$ cat config.mk
export PLATFORM = sky130hd
export DESIGN_NAME = im_boot_loader
export DESIGN_NICKNAME = d
export VERILOG_FILES = /design/src/rtl/mips_defs.sv /design/src/rtl/byte_word_packer.sv /design/src/rtl/im_boot_loader.sv
export SDC_FILE = /design/constraint.sdc
export NUM_CORES = 1
export LEC_CHECK = 0
export CAP_MARGIN = 20
export CORE_ASPECT_RATIO = 1.25
export CORE_MARGIN = 4
export CORE_UTILIZATION = 33
export DETAILED_ROUTE_END_ITERATION = 10
export PLACE_DENSITY = 0.57
export SLEW_MARGIN = 20
export SYNTH_ARGS = -nofsm -noshare
export SYNTH_HDL_FRONTEND = slang
export SYNTH_SLANG_ARGS = --single-unit
$ cat constraint.sdc
create_clock -name clk -period 3.2 [get_ports clk]
set_input_delay 0.32 -clock clk [delete_from_list [all_inputs] [get_ports clk]]
set_output_delay 0.32 -clock clk [all_outputs]
set_load 0.05 [all_outputs]
$ cat src/rtl/mips_defs.sv
// Shared definitions for the MIPS instruction-memory boot path.
package mips_defs;
  localparam int IM_ADDR_W = 10;
  localparam int IM_DEPTH  = 1024;

  typedef enum logic [2:0] {
    HDR_HI,
    HDR_LO,
    DATA,
    WRITE,
    DONE,
    ERR
  } ld_state_e;
endpackage

$ cat src/rtl/byte_word_packer.sv
// Packs a byte stream into big-endian 32-bit words; word_full flags the 4th byte.
module byte_word_packer (
  input  logic        clk,
  input  logic        rst,
  input  logic        clear,
  input  logic        shift_en,
  input  logic [7:0]  byte_in,
  output logic [31:0] word,
  output logic        word_full
);
  logic [1:0] idx;

  always_ff @(posedge clk) begin
    if (rst || clear) begin
      idx  <= '0;
      word <= '0;
    end else if (shift_en) begin
      idx  <= idx + 2'd1;
      word <= {word[23:0], byte_in};
    end
  end

  assign word_full = shift_en && (idx == 2'd3);
endmodule

$ cat src/rtl/im_boot_loader.sv
// Streams a length-prefixed program image into instruction memory and holds
// the CPU in reset until the whole image has been written.
module im_boot_loader
  import mips_defs::*;
#(
  parameter int ADDR_W = IM_ADDR_W,
  parameter int DEPTH  = IM_DEPTH,
  parameter int BASE   = 0
) (
  input  logic              clk,
  input  logic              rst,
  input  logic              in_valid,
  input  logic [7:0]        in_data,
  output logic              in_ready,
  output logic              im_we,
  output logic [ADDR_W-1:0] im_waddr,
  output logic [31:0]       im_wdata,
  output logic              cpu_rst,
  output logic              done,
  output logic              err,
  output logic [ADDR_W:0]   words_loaded
);
  localparam logic [31:0] CAP = 32'(DEPTH - BASE);

  ld_state_e         state, state_nx;
  logic              armed;
  logic [15:0]       n_words;
  logic [15:0]       n_full;
  logic [ADDR_W-1:0] waddr;
  logic [ADDR_W:0]   wcnt;
  logic              xfer;
  logic              word_full;
  logic              pk_clear;
  logic              pk_shift;

  assign xfer   = in_valid && in_ready;
  assign n_full = {n_words[15:8], in_data};

  byte_word_packer u_packer (
    .clk       (clk),
    .rst       (rst),
    .clear     (pk_clear),
    .shift_en  (pk_shift),
    .byte_in   (in_data),
    .word      (im_wdata),
    .word_full (word_full)
  );

  always_ff @(posedge clk) begin
    if (rst) begin
      state   <= HDR_HI;
      armed   <= 1'b0;
      n_words <= '0;
      waddr   <= ADDR_W'(BASE);
      wcnt    <= '0;
    end else begin
      state <= state_nx;
      armed <= 1'b1;
      if (xfer && state == HDR_HI) n_words[15:8] <= in_data;
      if (xfer && state == HDR_LO) n_words[7:0]  <= in_data;
      if (state == WRITE) begin
        waddr <= waddr + ADDR_W'(1);
        wcnt  <= wcnt + (ADDR_W+1)'(1);
      end
    end
  end

  always_comb begin
    state_nx = state;
    in_ready = 1'b0;
    im_we    = 1'b0;
    pk_clear = 1'b0;
    pk_shift = 1'b0;
    cpu_rst  = 1'b1;
    done     = 1'b0;
    err      = 1'b0;
    unique case (state)
      HDR_HI: begin
        // armed keeps in_ready low for the first cycle out of reset
        in_ready = armed;
        pk_clear = 1'b1;
        if (xfer) state_nx = HDR_LO;
      end
      HDR_LO: begin
        in_ready = armed;
        if (xfer) begin
          if ({16'd0, n_full} > CAP) state_nx = ERR;
          else if (n_full == 16'd0)  state_nx = DONE;
          else                       state_nx = DATA;
        end
      end
      DATA: begin
        in_ready = armed;
        pk_shift = xfer;
        if (word_full) state_nx = WRITE;
      end
      WRITE: begin
        im_we = 1'b1;
        if ({{(31-ADDR_W){1'b0}}, wcnt} + 32'd1 == {16'd0, n_words}) state_nx = DONE;
        else                                                        state_nx = DATA;
      end
      DONE: begin
        cpu_rst = 1'b0;
        done    = 1'b1;
      end
      ERR: err = 1'b1;
      default: state_nx = HDR_HI;
    endcase
  end

  assign im_waddr     = waddr;
  assign words_loaded = wcnt;
endmodule

======== Word-level counts from Yosys, hierarchy flattened ========
Index checks and enable logic that the tools add are counted.
storage, ports and cells
  flip-flop bits (word level) ............. 75
  input bits .............................. 11
  output and inout bits ................... 58
cells by class
  add/subtract/negate cells ............... 4
  $lt $le $gt $ge ......................... 1
  equality and inequality tests ........... 10
  muxes and demuxes ....................... 15
  bitwise gates (word level) .............. 1
  reduce and logical (&&, ||, !) cells .... 10
operators by type and width
  cell                                                              count
  two-way mux 3 bit                                                 6
  == test 12 x 16 -> 1 bit                                          1
  greater-than comparator 16 x 11 -> 1 bit (second input constant)  1
  zero test 16 bit                                                  1
  case mux 3 bit (5 select lines)                                   1
  adder 11 x 1 -> 12 bit (second input constant)                    1
  adder 11 x 1 -> 11 bit (second input constant)                    1
  adder 10 x 1 -> 10 bit (second input constant)                    1
  two-way mux 1 bit                                                 8
  == test 3 x 2 -> 1 bit (second input constant)                    2
  == test 3 bit (second input constant)                             2
  logical AND 1 bit                                                 4
  != test 2 bit (second input constant)                             2
  AND reduction 4 bit                                               1
  == test 3 x 1 -> 1 bit (second input constant)                    1
  zero test 3 bit                                                   1
  OR reduction 3 bit                                                1
  adder 2 x 1 -> 2 bit (second input constant)                      1
  == test 2 bit (second input constant)                             1
  != test 2 x 1 -> 1 bit (second input constant)                    1
  OR reduction 2 bit                                                1
  logical OR 1 bit                                                  1
  NOT 1 bit                                                         1

======== Longest topological paths before layout ========
  depth in word-level cells ............... 8
  depth in mapped cells ................... 8
  mapped depth without buffers ............ 7

======== Cells and area by module ========
From an unflattened synthesis, not the netlist that was laid out.
second synthesis, totals
  cells, all modules ...................... 351
  area, all modules ....................... 3308.2 um2
modules (own cells, without submodules)
  module            instances  cells each  area an instance (um2)
  im_boot_loader    1          238         2031.9
  byte_word_packer  1          113         1276.2

======== Worst setup path before layout ========
OpenSTA, ideal clock, no wires.
  path type ............................... register -> register
  from .................................... register wcnt[0] (netlist: words_loaded[0])
  to ...................................... register state[1]
  library setup time ...................... 0.116 ns
  arrival time ............................ 2.338 ns
  setup slack ............................. 0.746 ns
  stages on the path, launching flop included .. 9
  buffers on the path ..................... 1
  clock period less this slack ............ 2.454 ns
  path through ............................ dfxtp_1 ha_1 buf_2 and4_2 o2111ai_1 nand2_1 a31oi_1 or4_1 a31o_1
between the ends
  word-level cells in the longest chain between the ends .. 4
ends and longest elaborated chain
  item                             line                  text
  from (decl)                      im_boot_loader.sv:30  logic [ADDR_W:0] wcnt;
  from (signal assigned)           im_boot_loader.sv:63  wcnt <= wcnt + (ADDR_W+1)'(1);
  adder 11 x 1 -> 12 bit           im_boot_loader.sv:99  if ({{(31-ADDR_W){1'b0}}, wcnt} + 32'd1 == {16'd0, n_words}) state_nx = DONE;
  == test 12 x 16 -> 1 bit         im_boot_loader.sv:99
  two-way mux 3 bit                im_boot_loader.sv:99
  case mux 3 bit (5 select lines)  im_boot_loader.sv:77  unique case (state)
  to (signal assigned)             im_boot_loader.sv:57  state <= state_nx;
  to (decl)                        im_boot_loader.sv:25  ld_state_e state, state_nx;
Every way passes these cells.
A chain may end at the register's enable or synchronous reset.

======== Worst setup path after layout ========
  from .................................... register state[1]
  to ...................................... output port im_we
between the ends
  word-level cells in the longest chain between the ends .. 2
ends and longest elaborated chain
  item                    line                  text
  == test 3 x 2 -> 1 bit  im_boot_loader.sv:77
  two-way mux 1 bit       im_boot_loader.sv:77
  to (decl)               im_boot_loader.sv:15  output logic im_we,
Every way passes these cells.

==> flow_metrics.tcl <==
set metrics [dict create \
    status "finished, final reports clean" \
    crit_arrival_ps 2280 \
    h-tree-depth 3 \
    total_power_uw 2080 \
    viasPerCell 4.80 \
    cts_buffer_depth 2 \
    initial_core_util_pct 34.2 \
    ys_ff_latch 75 \
    hold_path.class "flop to flop" \
    worstMarginPinSlew_ps 522 \
    grt_pass1_wl_um 13700 \
    period_minus_slack_ps 2600 \
    ys_types 48 \
    place_congestion 0.856 \
    avgSynthCellArea_sq_um 8.15 \
    max-vdd-ir-drop_mv 0.333 \
    cts.sinks 75 \
    wl_um 8070 \
    drc 0 \
    cts_tree "built" \
    setup_viol 0 \
    maxSlewViolCount 0 \
    fp.dieW_um 97.9 \
    fillCellCount 981 \
    whs_ps 452 \
    synthCells 409 \
    end_kind "output port" \
    drtIter0Drc 153 \
    synth_flop_cell "dfxtp_1" \
    final_layout_size_suffix_gt1_share_pct 6.58 \
    grt-ovfl-total 0 \
    clock_skew_ps 4.10 \
    fmax_ghz 0.384 \
    grt_pass1_vias 2799 \
    row_count 40 \
    via_count 2868 \
    core_sq_um 9760 \
    synth.net_count 423 \
    cp.required_ps 2880 \
    grt_use_total_pct 14.2 \
    numCtsBuffers 9 \
    ant_nets 0 \
    syn_area_sq_um 3330 \
    instances_no_fill 597 \
    postSynth.asyncResetShare_pct 0 \
    area_growth_pct 30.3 \
    ctsHoldBuffers 0 \
    fp.dieH_um 120 \
    hold_viol_final 0 \
    ff2ff_path_depth 7 \
    finalCritPeriodShare_pct 81.3 \
    final_cell_mix "nand2_1, dfxtp_1, clkdlybuf4s50_1, a21oi_1, nor2_1" \
    port-buffer-count 68 \
    startpoint_type "flop" \
    die_area_sq_um 11800 \
    path_class "flop to output port" \
    cts_resized 0 \
    synth_edf_count 0 \
    clk_pin_slew_ps 60 \
    max_slew_margin_pct 65.1 \
    hpwlAfterDp_um 5660 \
    clock_latency_ps 330 \
    maxCapViolCount 0 \
    io_pins 69 \
    rsz0062_at_grt "no" \
    worstPathMaxFanout 11 \
    num_antenna_cells 0 \
    nNetsFinal 480 \
    fin_setup_tns_ps 0 \
    hold_depth 2 \
    antenna_found_initial 0 \
    cts_root_buffer "clkbuf_16" \
    grt_max_degree 35 \
    yosysWarnings 0 \
    p_per_area_nw_per_um2 478 \
    dp_cells 581 \
    synth_seq_area_share_pct 45.0 \
    power_leakage_uw 0.00145 \
    wire_per_inst_um 13.5 \
    layout.cells.most_common "nand2_1" \
    drt-pass1-iter-count 4 \
    cts_setup_buffers 0 \
]
==> synth_stat cells, drive strengths merged, types with 3 or more instances <==
| library cell | count | area share (%) |
|---|---|---|
| ha | 3 | 1.1 |
| inv | 8 | 0.90 |
| xor2 | 13 | 3.4 |
| mux2i | 9 | 2.7 |
| xnor2 | 15 | 3.9 |
| a21oi | 49 | 7.4 |
| nand4 | 5 | 0.94 |
| nor3 | 7 | 1.1 |
| clkbuf | 16 | 2.4 |
| or3 | 5 | 0.94 |
| nand3 | 6 | 1.1 |
| o21ai | 8 | 1.2 |
| nor2 | 33 | 3.7 |
| dfxtp | 75 | 45 |
| buf | 10 | 1.7 |
| and3 | 8 | 1.6 |
| and2 | 4 | 0.75 |
| nand2 | 105 | 12 |
| nor4 | 4 | 0.94 |
==> routing by layer <==
layer / wire length (um) / global-route usage, %
met3: 457 / 4.44
met1: 3690 / 18.0
met5: 0 / 0
met4: 92 / 4.94
met2: 3830 / 22.8
==> per-stage QoR <==
step                      setup slack [ps]  util [%]  instance area (sq um)
after global placement                 956      41.4                   4040
final                                  597      44.5                   4340
after floorplan                        746         -                   3330
after CTS                              571      44.5                   4340
after detailed placement               944      41.4                   4040
after global routing                   454      44.5                   4340
==> kinds of logic after synthesis <==
family                   after synthesis  share of synthesized area, %
flip-flops                            75                          45.0
AND/OR/NAND/NOR                      188                          25.6
adder cells (fa/ha/maj)                3                          1.13
AO/OA/AOI/OAI                         70                          11.9
XOR/XNOR                              28                          7.35
buffers and inverters                 35                          5.93
multiplexers                          10                          3.04
==> state kept, by name, summed over array words and instances, names as in the netlist <==
name           flops
words_loaded      11
armed              1
n_words           16
im_waddr          10
u_packer.idx       2
state              3
u_packer.word     32
==> worst paths after layout <==
kind,start,end,slack (ps)
hold / removal,u_packer.word[26],u_packer.word[26],450
hold reg to reg,u_packer.word[26],u_packer.word[26],450
setup reg to reg,words_loaded[0],state[1],940
setup / recovery,state[1],im_we,600
==> cell type report <==
type	instances	area [sq um]	area share, %
Timing Repair Buffer	73	718	16.5
Clock buffer	10	229	5.27
Sequential cell	75	1500	34.6
Inverter	8	30.0	0.691
Tap cell	126	158	3.63
Multi-Input combinational cell	299	1640	37.6
Clock inverter	6	72.6	1.67
==> power breakdown <==
| group | leakage (uW) | total [uW] | internal (uW) | switching [uW] |
|---|---|---|---|---|
| Combinational | 0.000703 | 106 | 42.5 | 63.2 |
| Sequential | 0.000606 | 957 | 944 | 12.8 |
| Clock | 0.000144 | 1010 | 612 | 402 |
==> critical path: stages (launching register included) <==
cell	delay, ps
dfxtp_1	470
and2b_2	220
nand2_1	70
inv_1	310
clkdlybuf4s50_1	880
No activity file was read; power rests on OpenSTA's default activity.
==> edit (same settings) <==
Put a register stage on the output `err`, without a reset. The value now appears one clock later. The other outputs are not delayed to match.
--- a/src/rtl/im_boot_loader.sv
+++ b/src/rtl/im_boot_loader.sv
@@ -21,6 +21,8 @@
   output logic [ADDR_W:0]   words_loaded
 );
   localparam logic [31:0] CAP = 32'(DEPTH - BASE);
+
+  logic err_d;
 
   ld_state_e         state, state_nx;
   logic              armed;
@@ -73,7 +75,7 @@
     pk_shift = 1'b0;
     cpu_rst  = 1'b1;
     done     = 1'b0;
-    err      = 1'b0;
+    err_d    = 1'b0;
     unique case (state)
       HDR_HI: begin
         // armed keeps in_ready low for the first cycle out of reset
@@ -103,12 +105,16 @@
         cpu_rst = 1'b0;
         done    = 1'b1;
       end
-      ERR: err = 1'b1;
+      ERR: err_d = 1'b1;
       default: state_nx = HDR_HI;
     endcase
   end
 
   assign im_waddr     = waddr;
   assign words_loaded = wcnt;
+  always_ff @(posedge clk) begin
+    err <= err_d;
+  end
+
 endmodule
 
Formal check against the unedited RTL: not equivalent (Yosys sat finds a counterexample within 4 cycles, from zero or initial values and one cycle with rst high).
==> edit against the original RTL <==
Synthesized area rose by 0.60%; clock skew is 2.6 ps higher; sequential power increased by 1%; routed wire length rose by 0.24%; total power hardly changed; sequential cell count up 1; setup slack improved by 61 ps; design area grew 0.78%; largest power group unchanged.
==> edit: results (changes against the original RTL) <==
synthesis:
  synthTopCellsByCount: "104 x nand2_1, 76 x dfxtp_1, 49 x a21oi_1"
  synth_area_leaders: "dfxtp_1 45%, nand2_1 12%, a21oi_1 7.3%"
  syn_area_per_cell_sq_um: 8.18  # +0.36%
  yosysSeqAreaShare_pct: 45.4  # +0.33 points
  syn_nets: 424  # +0.24%
worst_setup_path:
  crit_path_max_incr_delay_ps: 820  # -60 ps
  cp.arrival_ps: 2220  # -60 ps
detailed_routing:
  met3WireLength_microns: 456  # -0.22%
  routed_wl_mm: 8.09  # +0.24%
  wl_met2_mm: 3.83  # -0.13%
  drt_iter0_drc: 122  # -20%
  vias_per_cell: 4.85  # +0.99%
min_path:
  min-delay-start: "u_packer.word[29]$_SDFFE_PP0P_"
  hold_depth: 2  # unchanged
  min_to: "u_packer.word[29]$_SDFFE_PP0P_"
timing:
  slew_headroom_pct: 64.1  # -0.98 points
  whs_ps: 452  # +0.212 ps
  fin_crit_ps: 2540  # -61.4 ps
  skew_ps: 6.66  # +2.56 ps
cells_and_area:
  layout-drive-gt1-share_pct: 6.98  # +0.40 points
  antennaDiodeCount: 0  # unchanged
  final_nets: 483  # +0.63%
global_routing:
  met3_usage_pct: 3.92  # -0.52 points
  track_usage_pct: 14.0  # -0.25 points
  grt_pass1_wl_mm: 13.5  # -1.5%
  first_global_vias: 2873  # +2.6%
  grt_use_met2_pct: 23.5  # +0.64 points
  grt_use_met1_pct: 16.7  # -1.3 points
power:
  clock_power_share_pct: 48.3  # -0.5 points
  total_leakage_power_nw: 1.46  # +0.86%
  comb_power_uw: 105
  vdd_drop_max_mv: 0.402  # +21%
  p_total_mw: 2.08  # about the same
  switchingPower_uw: 456  # -4.6%
placement:
  pre_cts_slack_ps: 962  # +17.9 ps
  dpl_cell_area_sq_um: 4080  # +0.87%
  placedCellCount: 584  # +0.52%
  routabilityCongestion: 0.838  # -2.0%
  hpwl_mm: 5.80  # +2.4%
clock_tree:
  cts_resized: 0  # unchanged
outcome:
  outcome: "finished clean"
==> edit: changes by cell type in the layout (fill, tap and decap cells not counted), sizes merged <==
cell | unedited run | this run
buf | 5 | 7
clkinv | 2 | 0
clkinvlp | 1 | 3
dfxtp | 75 | 76
inv | 10 | 9
==> edit: final cells by class <==
class / count / area (sq um)
Clock buffer: 10 / 239
Fill cell: 997 / 5380
Sequential cell: 76 / 1520
Multi-Input combinational cell: 299 / 1640
Clock inverter: 5 / 61.3
Tap cell: 126 / 158
Inverter: 8 / 30.0
Timing Repair Buffer: 75 / 733
==> edit: worst max-delay path, delay by kind of cell, from the launching register on <==
family        cells  cell delay [ps]
simple gates      2              320
flops             1              490
buf+inv           3             1080
==> edit: cells by family after synthesis <==
kind of cell,share of synthesized area (%)
AO/OA/AOI/OAI,11.8
AND/OR/NAND/NOR,25.5
XOR/XNOR,7.31
adder cells (fa/ha/maj),1.12
buffers and inverters,5.89
flip-flops,45.4
multiplexers,3.02
